--- src/rtl/spi_frame_loader.sv ---
// SPI mode-0 slave that streams pixel frames into the frame memory write port.
// Handles load, load-at-address, swap and status-readback commands.
`timescale 1ns/1ps

module spi_frame_loader #(
    parameter int DATA_BYTES  = 3,
    parameter int ADDR_WIDTH  = 5,
    parameter bit LSB_FIRST   = 1'b1,
    parameter int SYNC_STAGES = 2
) (
    input  logic                    clk,
    input  logic                    rst,
    input  logic                    spi_sclk,
    input  logic                    spi_ss,
    input  logic                    spi_mosi,
    output logic                    spi_miso,
    output logic                    wr_en,
    output logic [ADDR_WIDTH-1:0]   wr_addr,
    output logic [8*DATA_BYTES-1:0] wr_data,
    output logic                    swap,
    output logic                    busy
);

    localparam int DW  = 8 * DATA_BYTES;
    localparam int BCW = (DATA_BYTES > 1) ? $clog2(DATA_BYTES) : 1;

    localparam logic [7:0] CMD_LOAD = 8'hF0;
    localparam logic [7:0] CMD_ADDR = 8'hF2;
    localparam logic [7:0] CMD_SWAP = 8'h10;
    localparam logic [7:0] CMD_STAT = 8'h20;

    typedef enum logic [2:0] {
        IDLE,
        LOAD,
        ADDR,
        STATUS,
        DISCARD
    } state_t;

    logic [SYNC_STAGES-1:0] sclk_sync_q, sclk_sync_d;
    logic [SYNC_STAGES-1:0] ss_sync_q, ss_sync_d;
    logic [SYNC_STAGES-1:0] mosi_sync_q, mosi_sync_d;
    logic [SYNC_STAGES-1:0] vld_sync_q, vld_sync_d;

    logic            sclk_prev_q, sclk_prev_d;
    logic            armed_q, armed_d;
    state_t          state_q, state_d;
    logic [2:0]      bit_cnt_q, bit_cnt_d;
    logic [7:0]      shift_q, shift_d;
    logic [7:0]      byte_q, byte_d;
    logic            byte_vld_q, byte_vld_d;
    logic [BCW-1:0]  byte_cnt_q, byte_cnt_d;
    logic [ADDR_WIDTH-1:0] wr_addr_q, wr_addr_d;
    logic [DW-1:0]   wr_data_q, wr_data_d;
    logic            wr_en_q, wr_en_d;
    logic            swap_q, swap_d;
    logic            ovf_q, ovf_d;
    logic [6:0]      pcnt_q, pcnt_d;
    logic [7:0]      miso_sr_q, miso_sr_d;

    logic       sclk_s, ss_s, mosi_s;
    logic       sclk_rise, sclk_fall;
    logic       ovf_set, ovf_clr;
    logic [7:0] asm_byte;

    always_comb begin
        sclk_sync_d = {sclk_sync_q[SYNC_STAGES-2:0], spi_sclk};
        ss_sync_d   = {ss_sync_q[SYNC_STAGES-2:0], spi_ss};
        mosi_sync_d = {mosi_sync_q[SYNC_STAGES-2:0], spi_mosi};
        vld_sync_d  = {vld_sync_q[SYNC_STAGES-2:0], 1'b1};
    end

    assign sclk_s    = sclk_sync_q[SYNC_STAGES-1];
    assign ss_s      = ss_sync_q[SYNC_STAGES-1];
    assign mosi_s    = mosi_sync_q[SYNC_STAGES-1];
    assign sclk_rise = sclk_s & ~sclk_prev_q;
    assign sclk_fall = ~sclk_s & sclk_prev_q;
    assign asm_byte  = LSB_FIRST ? {mosi_s, shift_q[7:1]}
                                 : {shift_q[6:0], mosi_s};

    always_comb begin
        sclk_prev_d = sclk_s;
        // A frame is only accepted after ss has been seen high post-reset.
        armed_d     = armed_q | (vld_sync_q[SYNC_STAGES-1] & ss_s);
        state_d     = state_q;
        bit_cnt_d   = bit_cnt_q;
        shift_d     = shift_q;
        byte_d      = byte_q;
        byte_vld_d  = 1'b0;
        byte_cnt_d  = byte_cnt_q;
        wr_addr_d   = wr_addr_q;
        wr_data_d   = wr_data_q;
        wr_en_d     = 1'b0;
        swap_d      = 1'b0;
        pcnt_d      = pcnt_q;
        miso_sr_d   = miso_sr_q;
        ovf_set     = 1'b0;
        ovf_clr     = 1'b0;

        if (wr_en_q) begin
            wr_addr_d = wr_addr_q + ADDR_WIDTH'(1);
            ovf_set   = &wr_addr_q;
            if (pcnt_q != 7'h7F) begin
                pcnt_d = pcnt_q + 7'd1;
            end
        end

        if (ss_s || !armed_q) begin
            state_d    = IDLE;
            bit_cnt_d  = '0;
            byte_cnt_d = '0;
        end else begin
            if (sclk_rise) begin
                shift_d   = asm_byte;
                bit_cnt_d = bit_cnt_q + 3'd1;
                if (bit_cnt_q == 3'd7) begin
                    byte_d     = asm_byte;
                    byte_vld_d = 1'b1;
                end
            end

            // The fall that closes a byte (bit_cnt 0) must not advance MISO.
            if (sclk_fall && state_q == STATUS && bit_cnt_q != 3'd0) begin
                miso_sr_d = LSB_FIRST ? {1'b0, miso_sr_q[7:1]}
                                      : {miso_sr_q[6:0], 1'b0};
            end

            if (byte_vld_q) begin
                unique case (state_q)
                    IDLE: begin
                        case (byte_q)
                            CMD_LOAD: begin
                                wr_addr_d  = '0;
                                pcnt_d     = '0;
                                byte_cnt_d = '0;
                                state_d    = LOAD;
                            end
                            CMD_ADDR: state_d = ADDR;
                            CMD_SWAP: begin
                                swap_d  = 1'b1;
                                state_d = DISCARD;
                            end
                            CMD_STAT: begin
                                miso_sr_d = {ovf_q, pcnt_q};
                                ovf_clr   = 1'b1;
                                state_d   = STATUS;
                            end
                            default: state_d = DISCARD;
                        endcase
                    end
                    ADDR: begin
                        wr_addr_d  = ADDR_WIDTH'(byte_q);
                        pcnt_d     = '0;
                        byte_cnt_d = '0;
                        state_d    = LOAD;
                    end
                    LOAD: begin
                        for (int i = 0; i < DATA_BYTES; i++) begin
                            if (byte_cnt_q == BCW'(DATA_BYTES - 1 - i)) begin
                                wr_data_d[8*i +: 8] = byte_q;
                            end
                        end
                        if (byte_cnt_q == BCW'(DATA_BYTES - 1)) begin
                            wr_en_d    = 1'b1;
                            byte_cnt_d = '0;
                        end else begin
                            byte_cnt_d = byte_cnt_q + BCW'(1);
                        end
                    end
                    STATUS:  state_d = DISCARD;
                    DISCARD: state_d = DISCARD;
                    default: state_d = IDLE;
                endcase
            end
        end

        ovf_d = (ovf_q & ~ovf_clr) | ovf_set;
    end

    always_ff @(posedge clk or posedge rst) begin
        if (rst) begin
            sclk_sync_q <= '0;
            ss_sync_q   <= '1;
            mosi_sync_q <= '0;
            vld_sync_q  <= '0;
            sclk_prev_q <= 1'b0;
            armed_q     <= 1'b0;
            state_q     <= IDLE;
            bit_cnt_q   <= '0;
            shift_q     <= '0;
            byte_q      <= '0;
            byte_vld_q  <= 1'b0;
            byte_cnt_q  <= '0;
            wr_addr_q   <= '0;
            wr_data_q   <= '0;
            wr_en_q     <= 1'b0;
            swap_q      <= 1'b0;
            ovf_q       <= 1'b0;
            pcnt_q      <= '0;
            miso_sr_q   <= '0;
        end else begin
            sclk_sync_q <= sclk_sync_d;
            ss_sync_q   <= ss_sync_d;
            mosi_sync_q <= mosi_sync_d;
            vld_sync_q  <= vld_sync_d;
            sclk_prev_q <= sclk_prev_d;
            armed_q     <= armed_d;
            state_q     <= state_d;
            bit_cnt_q   <= bit_cnt_d;
            shift_q     <= shift_d;
            byte_q      <= byte_d;
            byte_vld_q  <= byte_vld_d;
            byte_cnt_q  <= byte_cnt_d;
            wr_addr_q   <= wr_addr_d;
            wr_data_q   <= wr_data_d;
            wr_en_q     <= wr_en_d;
            swap_q      <= swap_d;
            ovf_q       <= ovf_d;
            pcnt_q      <= pcnt_d;
            miso_sr_q   <= miso_sr_d;
        end
    end

    assign wr_en    = wr_en_q;
    assign wr_addr  = wr_addr_q;
    assign wr_data  = wr_data_q;
    assign swap     = swap_q;
    assign busy     = ~ss_s;
    assign spi_miso = (state_q == STATUS) ?
                      (LSB_FIRST ? miso_sr_q[0] : miso_sr_q[7]) : 1'b0;

endmodule

--- config.mk ---
export PLATFORM = sky130hd
export DESIGN_NAME = spi_frame_loader
export DESIGN_NICKNAME = d
export VERILOG_FILES = /design/src/rtl/spi_frame_loader.sv
export SDC_FILE = /design/constraint.sdc
export NUM_CORES = 1
export LEC_CHECK = 0
export ABC_AREA = 1
export BUFFER_PORTS_ARGS = -buffer_cell sky130_fd_sc_hd__buf_2
export CAP_MARGIN = 20
export CORE_AREA = 2 2 88 90
export DETAILED_ROUTE_END_ITERATION = 7
export DIE_AREA = 0 0 90 92
export MAX_ROUTING_LAYER = met4
export PLACE_DENSITY = 0.74
export REMOVE_ABC_BUFFERS = 1
export SLEW_MARGIN = 20
export SYNTH_ARGS = -nofsm -noshare
export SYNTH_HDL_FRONTEND = slang
export SYNTH_SLANG_ARGS = --single-unit
export TNS_END_PERCENT = 10
--- constraint.sdc ---
create_clock -name clk -period 2 [get_ports clk]
set_input_delay 0 -clock clk [delete_from_list [all_inputs] [get_ports clk]]
set_output_delay 0 -clock clk [all_outputs]
set_load 0.005 [all_outputs]
# After elaboration in Yosys (flattened, before gate mapping)
# Index checks and enable logic that the tools add are counted.
op_classes:
  addsub: 4
  n_eq_ne: 14
  muxes: 43
  n_bitwise: 11
  reduce_logical: 19
op_table:
  columns: ["cell", "count"]
  rows:
  - ["$mux 7", 5]
  - ["$mux 8", 4]
  - ["$mux 5", 4]
  - ["$mux 1", 17]
  - ["$eq 8x8->1 const B", 2]
  - ["$pmux 7 s2", 1]
  - ["$mux 3", 4]
  - ["$pmux 3 s4", 1]
  - ["$reduce_and 4->1", 3]
  - ["$pmux 5 s2", 1]
  - ["$pmux 3 s3", 1]
  - ["$eq 8x5->1 const B", 1]
  - ["$eq 8x6->1 const B", 1]
  - ["$mux 2", 4]
  - ["$add 7x1->7 const B", 1]
  - ["$ne 7x7->1 const B", 1]
  - ["$eq 3x2->1 const B", 2]
  - ["$eq 3x3->1 const B", 2]
  - ["$pmux 2 s3", 1]
  - ["$reduce_and 3->1", 2]
  - ["$add 5x1->5 const B", 1]
  - ["$not 1->1", 5]
  - ["$reduce_and 5->1", 1]
  - ["$and 1x1->1", 4]
  - ["other kinds (18)", 22]
word_totals:
  reg_bits: 82
  inputBits: 5
  output_inout_bits: 33
  elab_cells: 112

# Longest topological paths before layout
depth:
  word_depth: 8
  ltp_mapped: 10
  depth_no_buf: 9

# Worst setup path after synthesis
# No wires, ideal clock.
synth_path:
  path_type: "register to register"
  from: "register pcnt_q[0]"
  to: "register pcnt_q[0]"
  setup_time_ps: 122
  t_arrival_ps: 1258
  required_ps: 1878
  setup_slack_ps: 621
  path_stages_with_launch: 8
  path_buffers: 0
  period_less_slack_ps: 1379
  path_cell_list: "dfrtp_1 ha_1 nand2_1 nor2_1 nand3_2 nand2_1 xor2_1 nor2_1"
synth_via:
  elab_chain_cells: 7
  elab_cells_between_ends: 8
  classes_between: "add/sub (1); eq/ne (1); mux (6)"
synth_rtl:
  columns: ["item", "line_no", "rtl"]
  rows:
  - ["from (decl)", "58", "logic [6:0] pcnt_q, pcnt_d;"]
  - ["from (signal assigned)", "219", "pcnt_q <= pcnt_d;"]
  - ["$add 7x1->7 / $ne 7x7->1 (equally long branches)", "104, 103", null]
  - ["$mux 7", "103", "if (pcnt_q != 7'h7F) begin"]
  - ["$mux 7 *", "100", "if (wr_en_q) begin"]
  - ["$mux 7", "131", "case (byte_q)"]
  - ["$pmux 7 s2", "129", "unique case (state_q)"]
  - ["$mux 7", "128", "if (byte_vld_q) begin"]
  - ["$mux 7 *", "108", "if (ss_s || !armed_q) begin"]
  - ["via pcnt_d[0]", "58", null]
# The timed path passes the listed nets; every way through them passes the cells marked *.
# A chain may end at the register's enable or synchronous reset.

# Final worst setup path
layout_path:
  from: "register byte_q[2]"
  to: "register miso_sr_q[1]"
layout_via:
  elab_chain_cells: 4
layout_rtl:
  columns: ["item", "line_no", "rtl"]
  rows:
  - ["from (decl)", "50", "logic [7:0] byte_q, byte_d;"]
  - ["from (signal assigned)", "211", "byte_q <= byte_d;"]
  - ["$eq 8x6->1", "131", null]
  - ["$mux 8", "131", null]
  - ["$mux 8", "129", null]
  - ["$mux 8", "128", null]
  - ["to (signal assigned)", "220", "miso_sr_q <= miso_sr_d;"]
  - ["to (decl)", "59", "logic [7:0] miso_sr_q, miso_sr_d;"]
# No other way between the ends.

==> summary.md <==
| Metric | Value |
|---|---|
| Status | completed |
| Clk sink count | 81 |
| CTS tree | yes |
| Tot GR Track Use | 19.63% |
| Clk buf depth | 2 |
| Syn-to-layout area delta | 12.92% |
| Synth area leader | dfrtp_1 |
| Die height | 92 um |
| Maxcap violations | 0 |
| Cell area after layout | 4275 um2 |
| Hold Crit Class | input pin to async pin |
| GRT met1 Usage | 23.43% |
| Ys flop type | dfrtp_1 |
| Post-route insts no fill | 552 |
| Period Utilization, post-route | 82.27% |
| ANT nets after route | 0 |
| Vias in the first global route | 2,760 |
| Synth Warn # | 0 |
| Peak Freq | 0.6077 GHz |
| Critical path endpoint category | flip-flop |
| Post-DP Area | 4053 um2 |
| Post-synthesis sequential area ratio | 53.60% |
| Power Density | 696.2 nW/um2 |
| Root Buffer | clkbuf_8 |
| Layer with the highest usage | met2 |
| Postcts setup bufs | 0 |
| Max Slew Vio Count | 0 |
| VDD IR-drop max | 0.5424 mV |
| Worst-Margin Slew | 0.6073 ns |
| Synth area leaders | dfrtp_1 52%, nand2_1 9.2%, o21ai_2 5.3% |
| Compound-Gate Fraction of Synth Area | 9.484% |
| Die width | 90 um |
| Placed insts | 532 |
| Clk_lat worst skew | 0.36 ns |
| Capture point of the worst reg-to-reg path | miso_sr_q[1] |
| NumNets Final | 456 |
| Largest net degree at the start of global routing | 82 |
| Initial Utilization | 50.84% |
| Synth top cells by count | 93 x nand2_1, 79 x dfrtp_1, 47 x inv_1 |
| Avg Inst Size Synth | 9.442 um2 |
| Slew headroom | 59.36% |
| Crit path launch type | flip-flop |
| Share of cells above drive strength 1 | 24.22% |
| FF+latch count, synth | 81 |
| Wirelength, routed | 7260 um |
| Arrival time worst endpoint | 1.90 ns |
| Largest family of logic cells by synthesized area | simple AND/OR/NAND/NOR gates |
| Vias | 2,822 |
| # IOs | 38 |
| Yosys cell types | 36 |
| Unrepaired setup endpoints after global routing | no |
| Total die area | 8280 um2 |
| Port-buffer cells | 37 |
| Simple-gate share of the synthesized area | 24.62% |
| Pre-antenna DRT Iters | 4 |
| Critical path required time | 2.25 ns |
| Reg2Reg Depth | 8 |
| Met2 GRT Util | 32.83% |
| Remaining DRCs | 0 |
| RePlAce Congestion | 0.9402 |
| Xor/xnor cell area share of the yosys netlist | 1.157% |
| Post-Synth Adder-Cell Area | 1.983% |
| Post-synth EDFFs | 0 |
| Row cnt | 32 |
| Crit path time final | 1.645 ns |
| Number of H-tree levels | 3 |
| Global-route wire length before repair | 12,630 um |
| FFs w/ async S/R, synth | 100.0% |
| Post-DP HPWL | 4904 um |
| Synthesized area | 3786 um2 |
| Global route overflow | 0 |
| Max Clock Skew | 0.01238 ns |
| Syn Inst Count | 401 |
| Multiplexer area fraction after synthesis | 2.016% |
| Worst r2r src | byte_q[2] |
| Num CTS Buffers | 9 |
| Met3 Track Usage GR | 5.259% |
| DR WL/cell | 13.15 um |
| Hold Vio Cnt, Final | 0 |
| R2R setup slack | 0.35 ns |
| Final setup vio count | 0 |
| Initial antenna violation count | 0 |
| Max FO, Critical Path | 11 |
| Diode count | 0 |
| Average via count per standard cell | 5.112 |
| Leak pwr | 0.002205 uW |
| Synth top area share | 52.21% |
| DR iter-0 viols | 169 |
| Total Power | 2977 uW |
| Most numerous cell in the Yosys netlist | nand2_1 |
| Setup CP Type | flip-flop to flip-flop |
| Clk pin slew, worst setup/hold paths | 0.08 ns |
| Core area | 7447 um2 |
[where the power goes]
group	switching (uW)	total, uW	internal, uW	leakage [uW]
Combinational	76.2	125	49.3	0.00103
Sequential	43.6	1750	1700	0.00109
Clock	609	1100	494	0.0000861
[area by class of cell]
| type | instances | area, um2 |
|---|---|---|
| Multi-Input combinational cell | 258 | 1490 |
| Sequential cell | 81 | 2029 |
| Timing Repair Buffer | 42 | 245.2 |
| Fill cell | 662 | 3172 |
| Clock inverter | 5 | 41.29 |
| Tap cell | 102 | 127.6 |
| Inverter | 53 | 200.2 |
| Clock buffer | 11 | 141.4 |
[sequential cells by signal, summed over array words and instances (netlist names)]
register / cells
byte_cnt_q: 2
pcnt_q: 7
byte_vld_q: 1
vld_sync_q: 2
sclk_sync_q: 2
swap: 1
wr_en: 1
byte_q: 8
bit_cnt_q: 3
miso_sr_q: 8
shift_q: 7
armed_q: 1
wr_data: 24
state_q: 3
wr_addr: 5
mosi_sync_q: 2
sclk_prev_q: 1
ss_sync_q: 2
ovf_q: 1
[routing by layer]
| metal | up-vias | wire [um] |
|---|---|---|
| met4 | 0 | 107 |
| met2 | 69 | 3753 |
| li1 | 1383 | - |
| met1 | 1359 | 3122 |
| met5 | - | 0 |
| met3 | 11 | 277 |
[cells by family (layout without fill, tap and decap cells)]
group           Yosys count  in the layout
compound gates           53             53
xor+xnor                  5              5
fa+ha+maj                 6              6
buf+inv                  62            111
flops                    81             81
mux                       7              7
other cells               1              1
simple gates            186            186
[worst max path at each step]
stage | depth (start not counted) | to | start | slack (ns)
after global routing | 7 | miso_sr_q[2] | byte_q[2] | 0.15
after global placement | 8 | miso_sr_q[1] | byte_q[0] | 0.46
after floorplan | 1 | armed_q | rst | -0.08
final | 8 | miso_sr_q[1] | byte_q[2] | 0.35
after detailed placement | 8 | miso_sr_q[3] | byte_q[0] | 0.42
after CTS | 8 | miso_sr_q[1] | byte_q[2] | 0.36
[repair_timing]
action	in CTS	in global routing
endpoints found under the hold margin	82	0
resized for setup	0	0
hold buffers	4	0
[critical path: stages (launching register included)]
cell	delay [ns]
dfrtp_1	0.40
nor2_2	0.15
nand2_1	0.11
nor2_2	0.40
nand2_2	0.19
nand2_1	0.12
nand3_1	0.07
nand2_1	0.07
inv_1	0.04
[per-stage QoR]
step                      TNS (ns)  utilization [%]  hold WS (ns)  setup WS, ns
after global routing             0            57.41        0.2664        0.1521
after global placement           0            54.42        0.1069        0.4609
final                            0            57.41        0.2764        0.3545
after detailed placement         0            54.42        0.1086        0.4155
after CTS                        0            57.41        0.2650        0.3560
after floorplan             -6.065                -      0.004478      -0.07678
[cells in the final DEF, fill, tap and decap left out, types with 4 or more instances in the layout]
cell | netlist | final
o21ai_1 | 7 | 7
buf_2 | 3 | 37
inv_1 | 47 | 46
a21oi_1 | 4 | 4
nand2_1 | 93 | 93
nor2_4 | 7 | 7
o21ai_2 | 23 | 23
dfrtp_1 | 79 | 79
inv_2 | 6 | 6
clkbuf_8 | 0 | 10
mux2_1 | 5 | 5
nand2_2 | 5 | 5
o21ai_0 | 14 | 14
nand3_1 | 32 | 32
nand4_1 | 11 | 11
dlygate4sd3_1 | 0 | 4
nor2_1 | 22 | 22
nor2_2 | 4 | 4
ha_1 | 6 | 6
o22ai_1 | 4 | 4
(Power assumes the default switching activity.)
